===== config.mk =====
export PLATFORM = sky130hd
export DESIGN_NAME = inert_seq_flat
export DESIGN_NICKNAME = d
export VERILOG_FILES = /design/src/rtl/inert_pkg.sv /design/src/rtl/inert_seq_if.sv /design/src/rtl/inert_int_sync.sv /design/src/rtl/inert_seq.sv /design/src/flat_wrapper.sv
export SDC_FILE = /design/constraint.sdc
export NUM_CORES = 1
export LEC_CHECK = 0
export BUFFER_PORTS_ARGS = -buffer_cell sky130_fd_sc_hd__buf_2
export CORE_MARGIN = 5
export CORE_UTILIZATION = 40
export CTS_CLUSTER_DIAMETER = 80
export DETAILED_ROUTE_END_ITERATION = 7
export PLACE_DENSITY = 0.75
export SETUP_SLACK_MARGIN = 0.02
export SYNTH_ARGS = -nofsm -noshare
export SYNTH_HDL_FRONTEND = slang
export SYNTH_SLANG_ARGS = --single-unit

===== constraint.sdc =====
create_clock -name clk -period 2.98 [get_ports clk]
set_input_delay 0.596 -clock clk [delete_from_list [all_inputs] [get_ports clk]]
set_output_delay 0.596 -clock clk [all_outputs]
set_load 0.03 [all_outputs]

===== src/rtl/inert_pkg.sv =====
// inert_seq shared types: sequencer states and SPI command words.
// INERT_SMPL_CNT_EN adds the sample counter and overrun flag in inert_seq.
package inert_pkg;

    typedef enum logic [2:0] {
        PWRUP,
        CFG,
        CFG_W,
        IDLE,
        RDL,
        RDL_W,
        RDH,
        RDH_W
    } inert_state_t;

    localparam logic [15:0] CFG_CMD [3] = '{
        16'h0D02,
        16'h1160,
        16'h1440
    };

    localparam logic [15:0] RD_YAWL = 16'hA600;
    localparam logic [15:0] RD_YAWH = 16'hA700;

    function automatic logic [15:0] cfg_cmd(input logic [1:0] i);
        logic [15:0] c;
        c = CFG_CMD[2];
        case (i)
            2'd0: c = CFG_CMD[0];
            2'd1: c = CFG_CMD[1];
            default: c = CFG_CMD[2];
        endcase
        return c;
    endfunction

endpackage


===== src/rtl/inert_seq_if.sv =====
// SPI monarch request/response bundle between inert_seq and the SPI block.
// master = sequencer side, slave = SPI monarch side.
interface inert_seq_if;

    logic        wrt;
    logic [15:0] cmd;
    logic        done;
    logic [15:0] rd_data;

    modport master (
        output wrt,
        output cmd,
        input  done,
        input  rd_data
    );

    modport slave (
        input  wrt,
        input  cmd,
        output done,
        output rd_data
    );

endinterface


===== src/rtl/inert_int_sync.sv =====
// Data-ready synchronizer: two metastability flops plus an edge flop,
// rise is high for one cycle per synchronized low-to-high transition.
module inert_int_sync (
    input  logic clk,
    input  logic rst_n,
    input  logic din,
    output logic rise
);

    logic [2:0] ff;

    always_ff @(posedge clk or negedge rst_n) begin
        if (!rst_n) ff <= 3'b000;
        else        ff <= {ff[1:0], din};
    end

    assign rise = ff[1] & ~ff[2];

endmodule


===== src/rtl/inert_seq.sv =====
// Inertial sensor sequencer: power-up wait, 3-command config, yaw reads.
// INERT_SMPL_CNT_EN adds smpl_cnt and the sticky ovr flag.
module inert_seq
    import inert_pkg::*;
#(
    parameter int STARTUP_BITS = 16
) (
    input  logic        clk,
    input  logic        rst_n,
    input  logic        INT,
    inert_seq_if.master spi,
    output logic [15:0] yaw_rt,
    output logic        vld,
`ifdef INERT_SMPL_CNT_EN
    output logic [15:0] smpl_cnt,
    output logic        ovr,
`endif
    output logic        busy
);

    localparam logic [STARTUP_BITS-1:0] CNT_ONE =
        {{(STARTUP_BITS-1){1'b0}}, 1'b1};

    inert_state_t            state;
    inert_state_t            nxt;
    logic [STARTUP_BITS-1:0] cnt;
    logic [1:0]              idx;
    logic [7:0]              lo;
    logic                    pend;
    logic                    rise;
    logic                    rd_phase;
    logic                    hi_done;

    inert_int_sync u_sync (
        .clk   (clk),
        .rst_n (rst_n),
        .din   (INT),
        .rise  (rise)
    );

    assign rd_phase = state inside {RDL, RDL_W, RDH, RDH_W};
    assign hi_done  = (state == RDH_W) && spi.done;
    assign busy     = (state != IDLE);

    always_comb begin
        nxt     = state;
        spi.wrt = 1'b0;
        spi.cmd = 16'h0000;
        unique case (state)
            PWRUP: if (&cnt) nxt = CFG;
            CFG: begin
                spi.wrt = 1'b1;
                spi.cmd = cfg_cmd(idx);
                nxt     = CFG_W;
            end
            CFG_W: begin
                spi.cmd = cfg_cmd(idx);
                if (spi.done) nxt = (idx == 2'd2) ? IDLE : CFG;
            end
            IDLE: if (rise || pend) nxt = RDL;
            RDL: begin
                spi.wrt = 1'b1;
                spi.cmd = RD_YAWL;
                nxt     = RDL_W;
            end
            RDL_W: begin
                spi.cmd = RD_YAWL;
                if (spi.done) nxt = RDH;
            end
            RDH: begin
                spi.wrt = 1'b1;
                spi.cmd = RD_YAWH;
                nxt     = RDH_W;
            end
            RDH_W: begin
                spi.cmd = RD_YAWH;
                if (spi.done) nxt = IDLE;
            end
            default: nxt = PWRUP;
        endcase
    end

    always_ff @(posedge clk or negedge rst_n) begin
        if (!rst_n) begin
            state  <= PWRUP;
            cnt    <= '0;
            idx    <= 2'd0;
            lo     <= 8'h00;
            pend   <= 1'b0;
            yaw_rt <= 16'h0000;
            vld    <= 1'b0;
        end else begin
            state <= nxt;
            vld   <= hi_done;
            if (state == PWRUP) cnt <= cnt + CNT_ONE;
            if (state == CFG_W && spi.done && idx != 2'd2)
                idx <= idx + 2'd1;
            if (state == RDL_W && spi.done) lo <= spi.rd_data[7:0];
            if (hi_done) yaw_rt <= {spi.rd_data[7:0], lo};
            // IDLE always consumes the flag; only read-phase rises queue up
            if (state == IDLE)         pend <= 1'b0;
            else if (rd_phase && rise) pend <= 1'b1;
        end
    end

`ifdef INERT_SMPL_CNT_EN
    always_ff @(posedge clk or negedge rst_n) begin
        if (!rst_n) begin
            smpl_cnt <= 16'h0000;
            ovr      <= 1'b0;
        end else begin
            if (hi_done)     smpl_cnt <= smpl_cnt + 16'd1;
            if (rise && pend) ovr     <= 1'b1;
        end
    end
`endif

endmodule

===== src/flat_wrapper.sv =====
// flat-port wrapper written by rule: the top's interface ports become plain ports
module inert_seq_flat import inert_pkg::*;
#(
    parameter int STARTUP_BITS = 16
)
  (clk, rst_n, INT, yaw_rt, vld, busy, spi_wrt, spi_cmd, spi_done, spi_rd_data);
  inert_seq_if spi_i ();
  input  logic clk;
  input  logic rst_n;
  input  logic INT;
  output logic [15:0] yaw_rt;
  output logic vld;
  output logic busy;
  output wire logic [$bits(spi_i.wrt)-1:0] spi_wrt;
  output wire logic [$bits(spi_i.cmd)-1:0] spi_cmd;
  input wire logic [$bits(spi_i.done)-1:0] spi_done;
  input wire logic [$bits(spi_i.rd_data)-1:0] spi_rd_data;
  assign spi_wrt = spi_i.wrt;
  assign spi_cmd = spi_i.cmd;
  assign spi_i.done = spi_done;
  assign spi_i.rd_data = spi_rd_data;
  inert_seq #(.STARTUP_BITS(STARTUP_BITS)) u_core (.clk(clk), .rst_n(rst_n), .INT(INT), .spi(spi_i), .yaw_rt(yaw_rt), .vld(vld), .busy(busy));
endmodule

==> results of run 1 <==
## power by group through the flow
stage          Sequential [uW]  Clock [uW]  Combinational, uW
2_1_floorplan             1240           0                678
3_3_place_gp              1090           0               1050
3_5_place_dp              1100           0               1070
4_1_cts                   1090         488               1070
5_1_grt                   1130         518               1150
6_report                  1090         473               1060
## stage by stage
stage                     total power [uW]  setup WS, ns  instances
after global routing                  2800         0.573        323
after global placement                2140          1.11        316
after CTS                             2650         0.713        323
final                                 2620         0.728        323
after floorplan                       1910         0.640        219
after detailed placement              2170          1.05        316
## kinds of logic (layout without fill, tap and decap cells)
group | Yosys count | in the layout | share of synthesized area
simple gates | 94 | 94 | 0.200
flops | 50 | 50 | 0.555
buf+inv | 22 | 54 | 0.0588
xor+xnor | 17 | 17 | 0.0660
compound gates | 14 | 14 | 0.0338
mux | 10 | 10 | 0.0516
fa+ha+maj | 6 | 6 | 0.0333
other cells | 1 | 6 | 0.00166
## cell usage after synthesis, drive strengths merged
library cell / number / area [um2]
ha: 6 / 75.1
nand3: 7 / 35.0
nand2: 56 / 210
nor2: 10 / 37.5
o211ai: 1 / 7.51
conb: 1 / 3.75
and4: 1 / 8.76
inv: 4 / 15.0
nor3: 4 / 31.3
a211oi: 1 / 7.51
xnor2: 10 / 87.6
mux2: 10 / 116
a21oi: 5 / 25.0
nand4: 6 / 52.6
and2: 2 / 12.5
clkinv: 1 / 3.75
nor4: 2 / 18.8
or3: 2 / 17.5
xor2: 7 / 61.3
a31oi: 1 / 6.26
buf: 15 / 106
and3: 2 / 12.5
dfrtp: 50 / 1250
or3b: 1 / 8.76
o21ai: 6 / 30.0
clkbuf: 2 / 7.51
nor2b: 1 / 6.26
## metal layers
metal	GRT usage	vias to the layer above	share of wire
li1	-	758	-
met1	0.154	718	0.46
met2	0.186	33	0.48
met3	0.0252	4	0.051
met4	0.0432	0	0.015
met5	0	-	0
## worst max-delay path: stages (launching register included)
cell and delay, ns:
dfrtp_1 0.42, inv_1 0.10, ha_1 0.22, nor2_1 0.14, nor2_1 0.05, o21ai_0 0.15
o21ai_0 0.10, buf_2 0.18
## final timing paths
kind	startpoint	endpoint	slack [ns]	depth (start not counted)
max reg2reg	u_core.idx[0]	u_core.idx[1]	1.13	5
max	u_core.idx[0]	spi_cmd[8]	0.73	7
min in group clk	u_core.u_sync.ff[0]	u_core.u_sync.ff[1]	0.36	0
min reg2reg	u_core.u_sync.ff[0]	u_core.u_sync.ff[1]	0.36	0
min	rst_n	u_core.yaw_rt[11]	0.27	1
max in group asynchronous	rst_n	u_core.cnt[7]	1.97	2
## flip-flops by register name, indices dropped and copies added, names as in the netlist
signal            cells
u_core.vld            1
u_core.lo             8
u_core.pend           1
u_core.yaw_rt        16
u_core.idx            2
u_core.cnt           16
u_core.state          3
u_core.u_sync.ff      3
## final cells by class
cell class | instances | share of cell area
inverters | 5 | 0.00728
multi-input cells | 147 | 0.345
repair buffers | 42 | 0.0835
clock buffers | 6 | 0.0320
clock inverters | 1 | 0.0116
well taps | 72 | 0.0349
flip-flops and latches | 50 | 0.485
==> impl_metrics.yaml, run 1 <==
die:
  die_x_um: 85.1
  die-area_um2: 7240
  initial_core_util: 0.410
  coreArea_um2: 5510
  die_h_um: 85.1
  std_cell_rows: 27
  ios: 55
placement:
  placed_area_um2: 2470
  gp_congestion: 0.771
  io_buffers: 40
  hpwlAfterDp_um: 2860
status:
  status: "completed"
sta:
  drv_slew: 0
  finalSetupViolCount: 0
  fmax_mhz: 444
  slew_headroom: 0.636
  hold_ws_ns: 0.274
  min_period_ns: 2.25
  finalCritPeriodShare: 0.756
  setup_tns_ns: 0
  fin_skew_ns: 0.00737
  rsz0062_at_grt: "false"
  finalHoldViolations: 0
  worstMarginPinSlew_ns: 0.547
synthesis:
  synth_seq_area_share: 0.555
  ys_ff_latch: 50
  syn_area_um2: 2260
  ys.warnings.count: 0
  syn_avg_cell_area_um2: 10.5
  synth_cell_types: 34
  syn_inst: 214
power_and_ir_drop:
  ir_drop_mv: 0.554
  p_per_area_nw_per_um2: 1020
  p_sw_frac: 0.422
  p_seq_frac: 0.415
  power_leakage_uw: 0.00132
  p_int_uw: 1510
  p_sw_uw: 1110
  comb_power_share: 0.404
  clockPowerShare: 0.181
finish:
  n_fill_cell: 504
  final_nets: 277
  area_growth_pct: 14.3
  final_common_cell: "nand2_1"
  final_cell_mix: "56 x nand2_1, 50 x dfrtp_1, 40 x buf_2, 10 x xnor2_1, 10 x nor2_1"
  drive_gt1_frac: 0.251
  final-seq-area_um2: 1250
  final_area_um2: 2580
  final_util: 0.468
  antenna_cells: 0
  multiInputGateArea_um2: 891
detailed_routing:
  drt-total-wl_um: 3980
  via_per_inst: 4.68
  drtAntennaViolNets: 0
  routedWlPerCell_um: 12.3
  drt_iter0_drc: 96
  route.detailed.drc: 0
  drt_first_pass_iters: 4
  vias: 1513
cts:
  cts_tree: "yes"
  cts_sinks: 50
  hold_buffers: 0
  clk_latency_ns: 0.29
  ctsRootBufferMaster: "clkbuf_8"
  htreeDepth: 2
  numCtsBuffers: 5
  clock_path_buffers: 2
  clk_pin_slew_ns: 0.09
  postCtsSetupBuffers: 0
  cts_resized: 0
flow_run:
  max_cap_viol_count: 0
global_routing:
  antenna_found_initial: 0
  grt_pass1_vias: 1426
  grt_usage: 0.116
  grt_max_degree: 27
  overflow: 0
  grt_pass1_wl_um: 6820
setup_path:
  crit_path_max_fanout: 4
  arrival_ns: 1.66
  cp-start-kind: "register"
  critical_path_required_ns: 2.38
  worstSetupPathType: "register to output port"
  worstSetupEndpointType: "output port"
hold_path:
  hold_path.class: "input pin to asynchronous set/reset pin"
Note: power is estimated with default switching activity, not from simulation.
==> run 2, diff against run 1 <==
- ABC_AREA: unset -> 1
- PLACE_DENSITY: 0.75 -> 0.76
- clock period: 2.98 -> 2.03 ns (I/O delays scaled with it)
==> run 2 against run 1 <==
Critical path type unchanged. Clock power is 29% higher. Wire length rose by 23%. Via count grew 27%. Utilization shrank 0.43 points. Clock skew grew 0.0032 ns. Count of clock-buffer cells in the layout fell by 1. Setup slack got worse by 0.62 ns.
==> impl_metrics.yaml, run 2 <==
finish:
  fin_cells: 408
  final_area_um2: 2950
  area_growth_pct: 12.6
  final_cell_mix: "76 x nand2_1, 47 x dfrtp_1, 39 x buf_2, 34 x nor2_1, 29 x inv_1"
  antenna_cells: 0
  final_nets: 356
  drive_gt1_frac: 0.272
  final_common_cell: "nand2_1"
  top_regs: "u_core.cnt: 16 flops, u_core.yaw_rt: 16 flops, u_core.lo: 8 flops"
die:
  coreArea_um2: 6350
  ios: 55
  die-area_um2: 8260
  std_cell_rows: 29
  die_x_um: 90.9
  die_h_um: 90.9
  initial_core_util: 0.412
synthesis:
  synth_top_family_by_area: "simple AND/OR/NAND/NOR gates"
  ys.warnings.count: 0
  synth_compound_gate_area_share: 0.0607
  syn_inst: 288
  ys_ff_latch: 50
  ys.flop_type: "dfrtp_1"
  syn_avg_cell_area_um2: 9.09
  synth-xor-area-share: 0.0363
  synthAdderAreaFrac: 0.0287
  synth_cell_types: 30
  synth_edf_count: 0
  synthMuxAreaShare: 0.0430
  async_flop_share: 1.00
  synth_seq_area_share: 0.478
  yosys-top-cells-count: "76 x nand2_1, 50 x dfrtp_1, 34 x nor2_1"
  synth.top_cell.area_share: 0.478
  yosysTopAreaCell: "dfrtp_1"
  syn_area_um2: 2620
  synth.most_common_cell: "nand2_1"
  yosys.area_share.simple: 0.252
  synthTopCellsByArea: "dfrtp_1 48%, nand2_1 11%, nor2_1 4.9%, mux2_2 4.3%, inv_1 4.2%"
cts:
  cts_tree: "yes"
  numCtsBuffers: 5
  clock_path_buffers: 2
  htreeDepth: 2
  ctsRootBufferMaster: "clkbuf_8"
  clk_latency_ns: 0.31
  cts_sinks: 50
  clk_pin_slew_ns: 0.10
detailed_routing:
  drtAntennaViolNets: 0
  via_per_inst: 4.70
  routedWlPerCell_um: 12.0
  route.detailed.drc: 0
  vias: 1916
  drt-total-wl_um: 4880
  drt_first_pass_iters: 4
  drt_iter0_drc: 88
setup_path:
  worst-r2r-cell-count: 3
  worstSetupEndpointType: "output port"
  cpPeakStageDelay_ns: 0.51
  critPathLaunch: "u_core.state[1]"
  worstSetupPathType: "register to output port"
  crit_family: "flip-flops"
  arrival_ns: 1.52
  cp_slowest_cell: "dfrtp_2"
  timing.rr.end: "u_core.yaw_rt[4]"
  regToRegStartpoint: "u_core.state[1]"
  cp-start-kind: "register"
  critPathBufInv: 1
  path_cells: "nand2_2, nand3_1, o21ai_0, buf_2"
  crit_path_max_fanout: 9
  critical_path_required_ns: 1.62
  r2r_slack_ns: 0.47
power_and_ir_drop:
  p_per_area_nw_per_um2: 566
  p_seq_frac: 0.599
  comb_power_share: 0.034
  p_int_uw: 1270
  p_sw_frac: 0.241
  clockPowerShare: 0.367
  ir_drop_mv: 0.402
  power_leakage_uw: 0.00159
  p_sw_uw: 402
sta:
  finalSetupViolCount: 0
  setup_tns_ns: 0
  finalHoldViolations: 0
  rsz0062_at_grt: "false"
  drv_slew: 0
  finalCritPeriodShare: 0.949
  fin_ws_ns: 0.104
  fmax_mhz: 519
  fin_skew_ns: 0.0106
  min_period_ns: 1.93
placement:
  io_buffers: 40
  placed_cells: 396
  placed_area_um2: 2810
  hpwlAfterDp_um: 3630
  dpl_worst_slack_ns: 0.269
  gp_congestion: 0.854
global_routing:
  grt_pass1_wl_um: 8170
  antenna_found_initial: 0
  grt_usage: 0.116
  grt_pass1_vias: 1779
  overflow: 0
  grt_max_degree: 23
flow_run:
  max_cap_viol_count: 0
hold_path:
  hold_path.class: "input pin to asynchronous set/reset pin"
status:
  status: "completed"
## run 2: power groups by stage
stage,clock network (uW),registers [uW],logic (uW)
6_report,612,999,57.4
4_1_cts,635,999,58.3
5_1_grt,670,1000,65.7
3_5_place_dp,0,1020,58.4
3_3_place_gp,0,1020,58.1
2_1_floorplan,0,1020,30.5
## run 2: how the worst max path moves through the flow
stage / cells past startpoint / to
after global routing: 4 / spi_cmd[12]
after detailed placement: 5 / spi_cmd[10]
after global placement: 3 / u_core.yaw_rt[7]
after CTS: 5 / spi_cmd[10]
final: 4 / spi_cmd[8]
after floorplan: 5 / spi_cmd[11]
## run 2: layer usage
layer  global-route usage  wire, um  vias up  share of wire
met5                    0         0        -              0
met4               0.0257        58        0          0.012
met3               0.0292       233        9          0.048
met2                0.192      2390       38           0.49
met1                0.154      2200      912           0.45
li1                     -         -      957              -
## run 2: final cells by class
type | instances | area [um2]
clock buffer | 5 | 68.8
clock inverter | 3 | 28.8
fill | 606 | 3400
inverter | 31 | 119
multi-input combinational | 195 | 1120
sequential | 50 | 1250
tap | 77 | 96.3
timing repair buffer | 47 | 255
## run 2: worst reg2reg max path, delay by kind of cell (launching register included)
kind             cells  cell delay [ns]
DFF                  1             0.52
muxes                1             0.39
and+or+nand+nor      2             0.53
## run 2: cells by family (layout without fill, tap and decap cells)
kind of cell	after synthesis	in the layout
and+or+nand+nor	137	137
DFF	50	50
buffers and inverters	48	86
AOI/OAI and AO/OA	26	26
xor gates and xnor gates	10	10
muxes	10	10
adders and majority gates	6	6
other	1	6
## run 2: what timing repair did
action,CTS,global route
gates cloned,0,0
resized for setup,1,3
setup buffers,0,4
setup endpoints to repair,6,6
hold buffers,0,0
endpoints found under the hold margin,0,0
## run 2: through the flow
step	total power (uW)	utilization	hold slack, ns
2_1_floorplan	1050	-	0.110
3_3_place_gp	1080	0.443	0.334
3_5_place_dp	1080	0.443	0.343
4_1_cts	1690	0.459	0.0522
5_1_grt	1740	0.464	0.0765
6_report	1670	0.464	0.0418
